==> src/rtl/cache_fill_arbiter.sv <==
// ---------------------------------------------------------------------------
// cache_fill_arbiter
//
// Miss controller that shares one main-memory read port between the I-cache
// and the D-cache. When a miss is seen in IDLE it picks a side (D wins ties,
// because the D-side instruction is older), issues WORDS back-to-back reads
// for the aligned block, streams each returned word into the selected cache
// data array, and pulses that cache's tag/valid write once the last word has
// landed. Only one fill is ever outstanding.
//
// Ports:
//   clk              rising-edge clock
//   rst              synchronous, active-high reset
//   imiss/imiss_addr I-cache miss request and byte address (held until done)
//   dmiss/dmiss_addr D-cache miss request and byte address (held until done)
//   mem_rd_en        one read issued to memory this cycle
//   mem_addr         byte address of that read
//   mem_data_valid   memory returns a word this cycle (in issue order)
//   mem_data         the returned word
//   fill_data        word to write into the cache (mem_data while writing)
//   fill_word        word index within the block being written
//   fill_we_i/_d     data-array write enable for the I / D cache
//   fill_done_i/_d   one-cycle tag/valid write pulse for the I / D cache
//   stall_inst_miss  freezes PC and IF/ID
//   stall_data_miss  freezes the whole pipeline
//   busy             controller is not idle
// ---------------------------------------------------------------------------
module cache_fill_arbiter #(
    parameter int ADDR_W  = 16,
    parameter int DATA_W  = 16,
    parameter int WORDS   = 8,
    parameter int MEM_LAT = 4
) (
    input  logic                     clk,
    input  logic                     rst,
    input  logic                     imiss,
    input  logic [ADDR_W-1:0]        imiss_addr,
    input  logic                     dmiss,
    input  logic [ADDR_W-1:0]        dmiss_addr,
    output logic                     mem_rd_en,
    output logic [ADDR_W-1:0]        mem_addr,
    input  logic                     mem_data_valid,
    input  logic [DATA_W-1:0]        mem_data,
    output logic [DATA_W-1:0]        fill_data,
    output logic [$clog2(WORDS)-1:0] fill_word,
    output logic                     fill_we_i,
    output logic                     fill_we_d,
    output logic                     fill_done_i,
    output logic                     fill_done_d,
    output logic                     stall_inst_miss,
    output logic                     stall_data_miss,
    output logic                     busy
);

    localparam int LOGW = $clog2(WORDS);
    localparam int CW   = LOGW + 1;

    // Words are two bytes wide, so a block spans 2*WORDS bytes; clearing
    // these low address bits gives the block base.
    localparam logic [ADDR_W-1:0] OFF_MASK = ADDR_W'(2 * WORDS - 1);

    typedef enum logic [2:0] {
        IDLE   = 3'd0,
        FILL_D = 3'd1,
        FILL_I = 3'd2,
        DONE_D = 3'd3,
        DONE_I = 3'd4
    } state_t;

    state_t            state;
    state_t            state_next;
    logic [ADDR_W-1:0] base;
    logic [ADDR_W-1:0] base_next;
    logic [CW-1:0]     iss;
    logic [CW-1:0]     iss_next;
    logic [CW-1:0]     rcv;
    logic [CW-1:0]     rcv_next;
    logic              in_fill;

    // The controller counts returned words rather than elapsed time, so the
    // memory latency never enters the logic.
    logic unused_mem_lat;
    assign unused_mem_lat = (MEM_LAT != 0);

    // State, block base and the issue/receive counters.
    always_ff @(posedge clk) begin
        if (rst) begin
            state <= IDLE;
            base  <= '0;
            iss   <= '0;
            rcv   <= '0;
        end else begin
            state <= state_next;
            base  <= base_next;
            iss   <= iss_next;
            rcv   <= rcv_next;
        end
    end

    assign in_fill = (state == FILL_D) || (state == FILL_I);

    // Next-state and output decode. The issue side and the receive side run
    // independently inside a fill: reads go out every cycle until WORDS have
    // been issued, while returned words are written the cycle they arrive.
    always_comb begin
        state_next  = state;
        base_next   = base;
        iss_next    = iss;
        rcv_next    = rcv;
        mem_rd_en   = 1'b0;
        mem_addr    = '0;
        fill_data   = '0;
        fill_word   = '0;
        fill_we_i   = 1'b0;
        fill_we_d   = 1'b0;
        fill_done_i = 1'b0;
        fill_done_d = 1'b0;

        case (state)
            IDLE: begin
                if (dmiss) begin
                    state_next = FILL_D;
                    base_next  = dmiss_addr & ~OFF_MASK;
                    iss_next   = '0;
                    rcv_next   = '0;
                end else if (imiss) begin
                    state_next = FILL_I;
                    base_next  = imiss_addr & ~OFF_MASK;
                    iss_next   = '0;
                    rcv_next   = '0;
                end
            end

            FILL_D, FILL_I: begin
                if (iss < CW'(WORDS)) begin
                    mem_rd_en = 1'b1;
                    // Offset lives entirely in the cleared low bits, so the
                    // sum never carries out of the block.
                    mem_addr  = base + {{(ADDR_W - LOGW - 1){1'b0}}, iss[LOGW-1:0], 1'b0};
                    iss_next  = iss + CW'(1);
                end
                if (mem_data_valid && (rcv < CW'(WORDS))) begin
                    fill_data = mem_data;
                    fill_word = rcv[LOGW-1:0];
                    if (state == FILL_D) begin
                        fill_we_d = 1'b1;
                    end else begin
                        fill_we_i = 1'b1;
                    end
                    rcv_next = rcv + CW'(1);
                    if (rcv == CW'(WORDS - 1)) begin
                        state_next = (state == FILL_D) ? DONE_D : DONE_I;
                    end
                end
            end

            DONE_D: begin
                fill_done_d = 1'b1;
                state_next  = IDLE;
            end

            DONE_I: begin
                fill_done_i = 1'b1;
                state_next  = IDLE;
            end

            default: begin
                state_next = IDLE;
            end
        endcase
    end

    // Stalls follow the raw miss lines so the pipeline freezes in the very
    // cycle a miss appears, and stay up through the DONE cycle of that side.
    assign stall_data_miss = dmiss | (state == FILL_D) | (state == DONE_D);
    assign stall_inst_miss = imiss | (state == FILL_I) | (state == DONE_I);
    assign busy            = (state != IDLE);

    logic unused_in_fill;
    assign unused_in_fill = in_fill;

endmodule

==> config.mk <==
export PLATFORM = sky130hd
export DESIGN_NAME = cache_fill_arbiter
export DESIGN_NICKNAME = d
export VERILOG_FILES = /design/src/rtl/cache_fill_arbiter.sv
export SDC_FILE = /design/constraint.sdc
export NUM_CORES = 1
export LEC_CHECK = 0
export ABC_AREA = 1
export BUFFER_PORTS_ARGS = -buffer_cell sky130_fd_sc_hd__buf_2
export CORE_UTILIZATION = 45
export CTS_CLUSTER_DIAMETER = 200
export DETAILED_ROUTE_END_ITERATION = 10
export HOLD_SLACK_MARGIN = 0.08
export PLACE_DENSITY = 0.84
export SETUP_SLACK_MARGIN = 0.5
export SLEW_MARGIN = 25
export SYNTH_ARGS = -nofsm -noshare
export SYNTH_HDL_FRONTEND = slang
export SYNTH_SLANG_ARGS = --single-unit
==> constraint.sdc <==
create_clock -name clk -period 3.8 [get_ports clk]
set_input_delay 0.38 -clock clk [delete_from_list [all_inputs] [get_ports clk]]
set_output_delay 0.38 -clock clk [all_outputs]
set_load 0.02 [all_outputs]
Word-level counts from Yosys, hierarchy flattened
Cells that the tools add are included.

storage, ports and cells
  bits of input ports = 53
  output and inout port bits = 43
  bits in registers = 27

cells by class
  bitwise operators = 4
  multiplexer cells = 30
  equality and inequality tests = 9
  add/subtract/negate cells = 3
  $lt $le $gt $ge = 2
  reduce and logical (&&, ||, !) cells = 10

operators with widths
  cell                                                 number
  two-way mux 16 bit                                   6
  two-way mux 3 bit                                    7
  adder 16 x 4 -> 16 bit                               1
  two-way mux 4 bit                                    4
  one-hot mux 4 bit (2 select lines)                   2
  two-way mux 1 bit                                    10
  AND reduction 3 bit                                  3
  adder 4 x 1 -> 4 bit, second input constant          2
  less-than comparator 4 bit, second input constant    2
  equality test 3 x 2 -> 1 bit, second input constant  2
  inequality test 2 bit, second input constant         3
  one-hot mux 3 bit (2 select lines)                   1
  equality test 4 x 3 -> 1 bit, second input constant  1
  OR 1 bit                                             4
  nonzero test 2 bit                                   2
  equality test 3 x 1 -> 1 bit, second input constant  1
  equality test 3 bit, second input constant           1
  logical NOT 3 bit                                    1
  inequality test 3 bit, second input constant         1
  nonzero test 3 bit                                   1
  AND reduction 2 bit                                  1
  OR reduction 2 bit                                   1
  logical AND 1 bit                                    1

Longest topological paths before layout
Gate-level depths: netlist of run 1.

  word-level depth = 5
  depth in mapped cells = 10
  mapped depth without buffers = 8

Least setup slack after synthesis of run 1
Ideal clock, no wire load.

  path kind = register to output
  start point = reg state[0]
  end point = out fill_word[0]
  buffers on the path = 1
  cell stages (with the launch flop) = 6
  arrival time = 1.358 ns
  setup slack = 2.062 ns
  path through = dfxtp_1 > nand3_2 > nand2_4 > inv_4 > buf_4 > nor3_1

between the ends
  longest elaborated chain between the ends = 3
  elaborated cells on any way between the ends = 4
  classes of those cells = 2 x eq/ne; 1 x mux; 1 x reduce/logical

RTL lines
  item                                                                                 line  source
  start, declared                                                                      70    state_t state;
  start signal, assigned                                                               93    state <= state_next;
  equality test 3 x 1 -> 1 bit / equality test 3 x 2 -> 1 bit (equally long branches)  119   case (state)
  OR reduction 2 bit *                                                                 119
  two-way mux 3 bit *                                                                  119
  end, declared                                                                        45    output logic [$clog2(WORDS)-1:0] fill_word,

Every way passes the cells marked *; elsewhere a longest branch is shown, timed or not.

Worst setup path in the final report of run 1
  start point = reg state[0]
  end point = out mem_addr[15]

between the ends
  longest elaborated chain between the ends = 3
  elaborated cells on any way between the ends = 4
  classes of those cells = 2 x eq/ne; 1 x mux; 1 x reduce/logical

RTL lines
  item                                                                                 line  source
  equality test 3 x 1 -> 1 bit / equality test 3 x 2 -> 1 bit (equally long branches)  119
  OR reduction 2 bit *                                                                 119
  two-way mux 16 bit *                                                                 119
  end, declared                                                                        41    output logic [ADDR_W-1:0] mem_addr,

Marks and branches as above.

==> results of run 1 <==
[kinds of logic after synthesis]
logic type                 after synthesis  share of synthesized area (%)
and+or+nand+nor                        153                           43.4
buffers and inverters                   43                           12.8
AOI/OAI and AO/OA                       35                           11.7
DFF                                     23                           30.2
adders and majority gates                2                           1.64
other                                    1                          0.246
[report_power, final]
group	switching, mW	leakage [nW]	internal [mW]
Clock	0.0716	0.0177	0.0392
Sequential	0.0478	0.190	0.318
Combinational	0.553	0.884	0.241
[stage by stage]
stage	hold slack [ns]	area [um^2]	cells	setup slack [ns]	utilization, %
finish	0.297	1960	379	1.53	62.8
global route	0.296	1960	379	1.37	62.8
CTS	0.290	1960	379	1.52	62.8
detailed placement	0.449	1940	375	1.87	61.9
global placement	0.444	1940	375	1.90	61.9
floorplan	0.430	1530	257	2.06	-
[state kept, by name, indices dropped and copies added, names as in the netlist]
register  flops
base         12
iss           4
rcv           4
state         3
[worst register-to-register path, stage by stage, from the launching register on]
cell and delay, ns:
dfxtp_1 0.38, nor2_1 0.15, inv_1 0.08, nor2_2 0.13, o21ai_2 0.24, o21ai_0 0.25, a21oi_1 0.06
[final timing paths]
| check | from | endpoint | slack (ns) |
|---|---|---|---|
| setup / recovery | state[0] | mem_addr[15] | 1.53 |
| hold / removal | rst | iss[1] | 0.30 |
| setup reg to reg | state[1] | base[12] | 2.38 |
| hold reg to reg | base[15] | base[15] | 0.47 |
[cells in the final DEF (no fill, tap or decap)]
master	netlist	layout
buf_2	4	86
nand2_1	82	82
nor2_1	38	38
inv_1	26	26
dfxtp_1	23	23
a21oi_1	20	20
o21ai_0	14	14
nand3_1	12	12
nor2_2	11	11
nor3_1	4	4
inv_2	3	3
clkbuf_4	0	3
nand3_2	2	2
ha_1	2	2
clkinv_1	1	1
nand2_4	1	1
inv_4	1	1
nor2_8	1	1
nand2_2	1	1
nand4_1	1	1
o21ai_2	1	1
conb_1	1	1
clkinv_2	0	1
[cell type report]
type | instances | share of cell area (%)
timing repair buffer | 86 | 21.9
clock inverter | 1 | 0.255
tap | 44 | 2.80
clock buffer | 3 | 1.15
multi-input combinational | 191 | 44.4
sequential | 23 | 23.5
inverter | 31 | 6.05
[routing by layer]
| metal | share of wire [%] | GRT usage (%) |
|---|---|---|
| met1 | 48 | 23.4 |
| met2 | 45 | 31.7 |
| met3 | 5.9 | 1.95 |
| met4 | 0.54 | 4.98 |
| met5 | 0 | 0 |
==> flow_metrics.py, run 1 <==
metrics = {
    "setup_path": {
        "crit_buf_inv": 4,
        "crit_arrival_ns": 1.89,
        "path_max_fanout": 20,
        "cp_slowest_cell": "dfxtp_1",
        "max_stage_delay_ns": 0.49,
        "worstSetupPathDepth": 8,
        "cp_common_cell": "inv_2",
        "worstPathCellList": "inv_2 > nand3_2 > nand2_4 > inv_4 > nor2_8 > inv_2 > nor2_1 > buf_2",
        "required_ns": 3.42,
        "crit_family": "buffers and inverters",
        "reg2reg_depth": 6,
        "timing.critical_path.from_type": "flip-flop",
        "crit_type": "reg -> out",
        "end_kind": "output pin",
    },
    "yosys": {
        "synth_common_cells": "nand2_1, nor2_1, inv_1",
        "postSynth.asyncResetShare_pct": 0,
        "yosys-top-cells-area": "dfxtp_1, nand2_1, nor2_1",
        "syn_inst": 257,
        "synth_top_cell_by_area": "dfxtp_1",
        "netlist_area_um2": 1530,
        "ys_seq_elements": 23,
        "synthFlopType": "dfxtp_1",
        "synth_edf_count": 0,
        "synth.avg_cell_area_um2": 5.94,
        "ys_types": 25,
        "synth_top_area_share_pct": 30.2,
        "yosys_warnings": 0,
        "syn-num-nets": 312,
        "yosysMostFrequentCell": "nand2_1",
        "ys_seq_area_share_pct": 30.2,
    },
    "global_routing": {
        "grt_max_degree": 25,
        "grt_pass1_vias": 1269,
        "grt_pass1_wl_um": 5210,
        "antenna_found_initial": 0,
        "grt_overflow": 0,
        "grt_use_total_pct": 18.2,
    },
    "detailed_routing": {
        "wirelength_um": 3490,
        "dr.pass1.iters": 4,
        "drt_first_iter_violations": 44,
        "drcViolationCount": 0,
        "vias": 1741,
        "wl_per_cell_um": 9.21,
        "via_per_inst": 4.59,
        "antenna_left": 0,
    },
    "floorplanning": {
        "rows": 20,
        "fp.dieW_um": 60.2,
        "ios": 96,
        "die_y_um": 60.2,
        "core_um2": 3130,
        "die-area_um2": 3630,
        "start_util_pct": 48.8,
    },
    "placement": {
        "port_buffers": 86,
        "gp_congestion": 0.819,
        "place_hpwl_um": 2670,
    },
    "timing": {
        "worst_pin_slew_ns": 0.767,
        "fmax_mhz": 440,
        "setup_tns_ns": 0,
        "rsz0062_at_grt": "false",
        "hold_viol_final": 0,
        "period_needed_ns": 2.27,
        "slew_headroom_pct": 48.9,
        "period_share_pct": 59.9,
        "setup_viol": 0,
        "drv_slew": 0,
        "fin_skew_ns": 0.00230,
    },
    "clock_network": {
        "h-tree-depth": 1,
        "hold_buffers": 0,
        "clock_path_buffers": 2,
        "cts_setup_buffers": 0,
        "worstSkewPairLatency_ns": 0.30,
        "clock-sinks": 23,
        "cts_buffers": 3,
        "path_clk_slew_ns": 0.13,
        "cts_resized": 0,
        "cts_tree": "done",
        "cts-root-buf": "clkbuf_4",
    },
    "layout": {
        "synthToLayoutAreaGrowth_pct": 28.6,
        "fin_nets": 391,
        "nFillCells": 311,
        "drive_above_1_share_pct": 33.1,
        "regArea_um2": 460,
        "multi_input_area_um2": 871,
        "num_antenna_cells": 0,
    },
    "power_and_ir_drop": {
        "power_mw": 1.27,
        "p_per_area_nw_per_um2": 647,
        "power.leakage_nw": 1.09,
        "peakVddDrop_v": 0.000486,
    },
    "hold_path": {
        "hold_path_class": "in -> reg",
        "min_path_cells": 2,
    },
    "flow_run": {
        "cap_violations": 0,
    },
    "status": {
        "status": "finished, final reports clean",
    },
}
(Power assumes the default switching activity.)
==> run 2: changes to the inputs <==
CORE_UTILIZATION = 38   (was 45)
PLACE_DENSITY = 0.75   (was 0.84)
clock period = 1.9 ns   (was 3.8 ns; I/O delays follow)
==> flow_metrics.py, run 2 (synthesis gave the netlist of run 1 again) <==
metrics = {
    "power_and_ir_drop": {
        "power.leakage_nw": 1.25,
        "pwr-share-clk_pct": 8.0,
        "combPwrFrac_pct": 72.3,
        "power_mw": 3.87,
        "p_per_area_nw_per_um2": 1460,
        "switchingPower_mw": 1.98,
        "seqPwrFrac_pct": 19.7,
        "p_int_mw": 1.88,
        "peakVddDrop_v": 0.000997,
        "swShare_pct": 51.3,
    },
    "floorplanning": {
        "rows": 22,
        "ios": 96,
        "die-area_um2": 4270,
        "die_y_um": 65.4,
        "core_um2": 3740,
        "fp.dieW_um": 65.4,
        "start_util_pct": 40.8,
    },
    "timing": {
        "fmax_mhz": 612,
        "setup_tns_ns": 0,
        "worst_pin_slew_ns": 0.698,
        "hold_viol_final": 0,
        "period_needed_ns": 1.64,
        "slew_headroom_pct": 53.4,
        "drv_slew": 0,
        "fin_skew_ns": 0.000851,
        "period_share_pct": 86.1,
        "rsz0062_at_grt": "true",
        "setup_viol": 0,
    },
    "setup_path": {
        "path_max_fanout": 7,
        "crit_arrival_ns": 1.45,
        "crit_type": "reg -> out",
        "required_ns": 1.71,
        "worstPathCellList": "inv_4 > nand3_4 > nand2_8 > inv_6 > nor2_8 > inv_8 > nor2_4 > buf_6",
        "max_stage_delay_ns": 0.38,
        "end_kind": "output pin",
        "timing.critical_path.from_type": "flip-flop",
        "cp_slowest_cell": "dfxtp_4",
    },
    "layout": {
        "top_regs": "base (12), iss (4), rcv (4)",
        "largest_register_ffs": 12,
        "layout_commonest_cell": "nand2_1",
        "regArea_um2": 470,
        "regMostFlops": "base",
        "num_antenna_cells": 0,
        "fin_area_um2": 2650,
        "multi_input_area_um2": 1170,
        "nFillCells": 327,
        "synthToLayoutAreaGrowth_pct": 73.4,
        "drive_above_1_share_pct": 47.6,
        "fin_nets": 411,
        "final_cell_mix": "nand2_1, buf_2, buf_4, nor2_4, buf_6",
    },
    "clock_network": {
        "cts_tree": "done",
        "cts_buffers": 3,
        "h-tree-depth": 1,
        "cts-root-buf": "clkbuf_8",
        "clock_path_buffers": 2,
        "worstSkewPairLatency_ns": 0.26,
        "clock-sinks": 23,
        "path_clk_slew_ns": 0.09,
        "hold_buffers": 0,
    },
    "global_routing": {
        "antenna_found_initial": 0,
        "grt_pass1_vias": 1681,
        "grt_max_degree": 20,
        "grt_pass1_wl_um": 7010,
        "grt_use_total_pct": 20.6,
        "grt_overflow": 0,
    },
    "placement": {
        "dpl-instance-area_um2": 2110,
        "port_buffers": 86,
        "place_hpwl_um": 2830,
        "gp_congestion": 0.790,
    },
    "detailed_routing": {
        "via_per_inst": 4.87,
        "dr.pass1.iters": 4,
        "antenna_left": 0,
        "wl_per_cell_um": 12.3,
        "wirelength_um": 4960,
        "drt_first_iter_violations": 54,
        "vias": 1963,
        "drcViolationCount": 0,
    },
    "hold_path": {
        "hold_path_class": "in -> reg",
    },
    "flow_run": {
        "cap_violations": 0,
    },
    "status": {
        "status": "finished, final reports clean",
    },
}
run 2: path summary, 6_finish.rpt:
kind	endpoint	cells after the start	slack (ns)	start
worst max-delay path	mem_addr[5]	8	0.26	state[1]
worst min-delay path	state[0]	2	0.16	rst
worst min register to register	iss[1]	2	0.50	iss[1]
worst max register to register	base[9]	8	0.43	state[1]
run 2: worst max-delay path: cells and delay by family, from the launching register on:
| family | cells | cell delay [ns] |
|---|---|---|
| flops | 1 | 0.38 |
| buf+inv | 4 | 0.33 |
| simple gates | 4 | 0.46 |
run 2: final cells by class:
class | instances | share of cell area [%]
inverters | 31 | 5.48
clock buffers | 3 | 1.56
clock inverters | 1 | 0.189
well taps | 48 | 2.27
repair buffers | 102 | 28.0
multi-input cells | 194 | 44.3
flip-flops and latches | 23 | 17.8
repair inverters | 1 | 0.425
run 2: power groups by stage:
stage	sequential (mW)	clock, mW	combinational (mW)
2_1_floorplan	0.736	0	1.58
3_3_place_gp	0.752	0	1.87
3_5_place_dp	0.760	0	1.89
4_1_cts	0.750	0.308	2.44
5_1_grt	0.775	0.326	2.99
6_report	0.760	0.310	2.79
run 2: what timing repair did:
action                     CTS  global route
cloned                       3             2
buffers inserted             9             3
setup endpoints to repair   37            60
gates resized for setup     77            44
pin swaps                    5             3
run 2: through the flow:
step | cells | utilization, % | worst slack, ns | hold WS, ns
floorplan | 257 | - | 0.414 | 0.249
global placement | 382 | 56.3 | 0.376 | 0.418
detailed placement | 382 | 56.3 | 0.376 | 0.422
CTS | 398 | 66.2 | 0.297 | 0.143
global route | 403 | 70.7 | 0.208 | 0.172
finish | 403 | 70.7 | 0.265 | 0.162
run 2: routing by layer:
metal  vias to the layer above  global-route usage [%]  routed length [um]
met4                         0                    4.89                  27
li1                        991                       -                   -
met3                         2                    2.60                 268
met1                       896                    23.6                2030
met2                        74                    39.6                2630
met5                         -                       0                   0
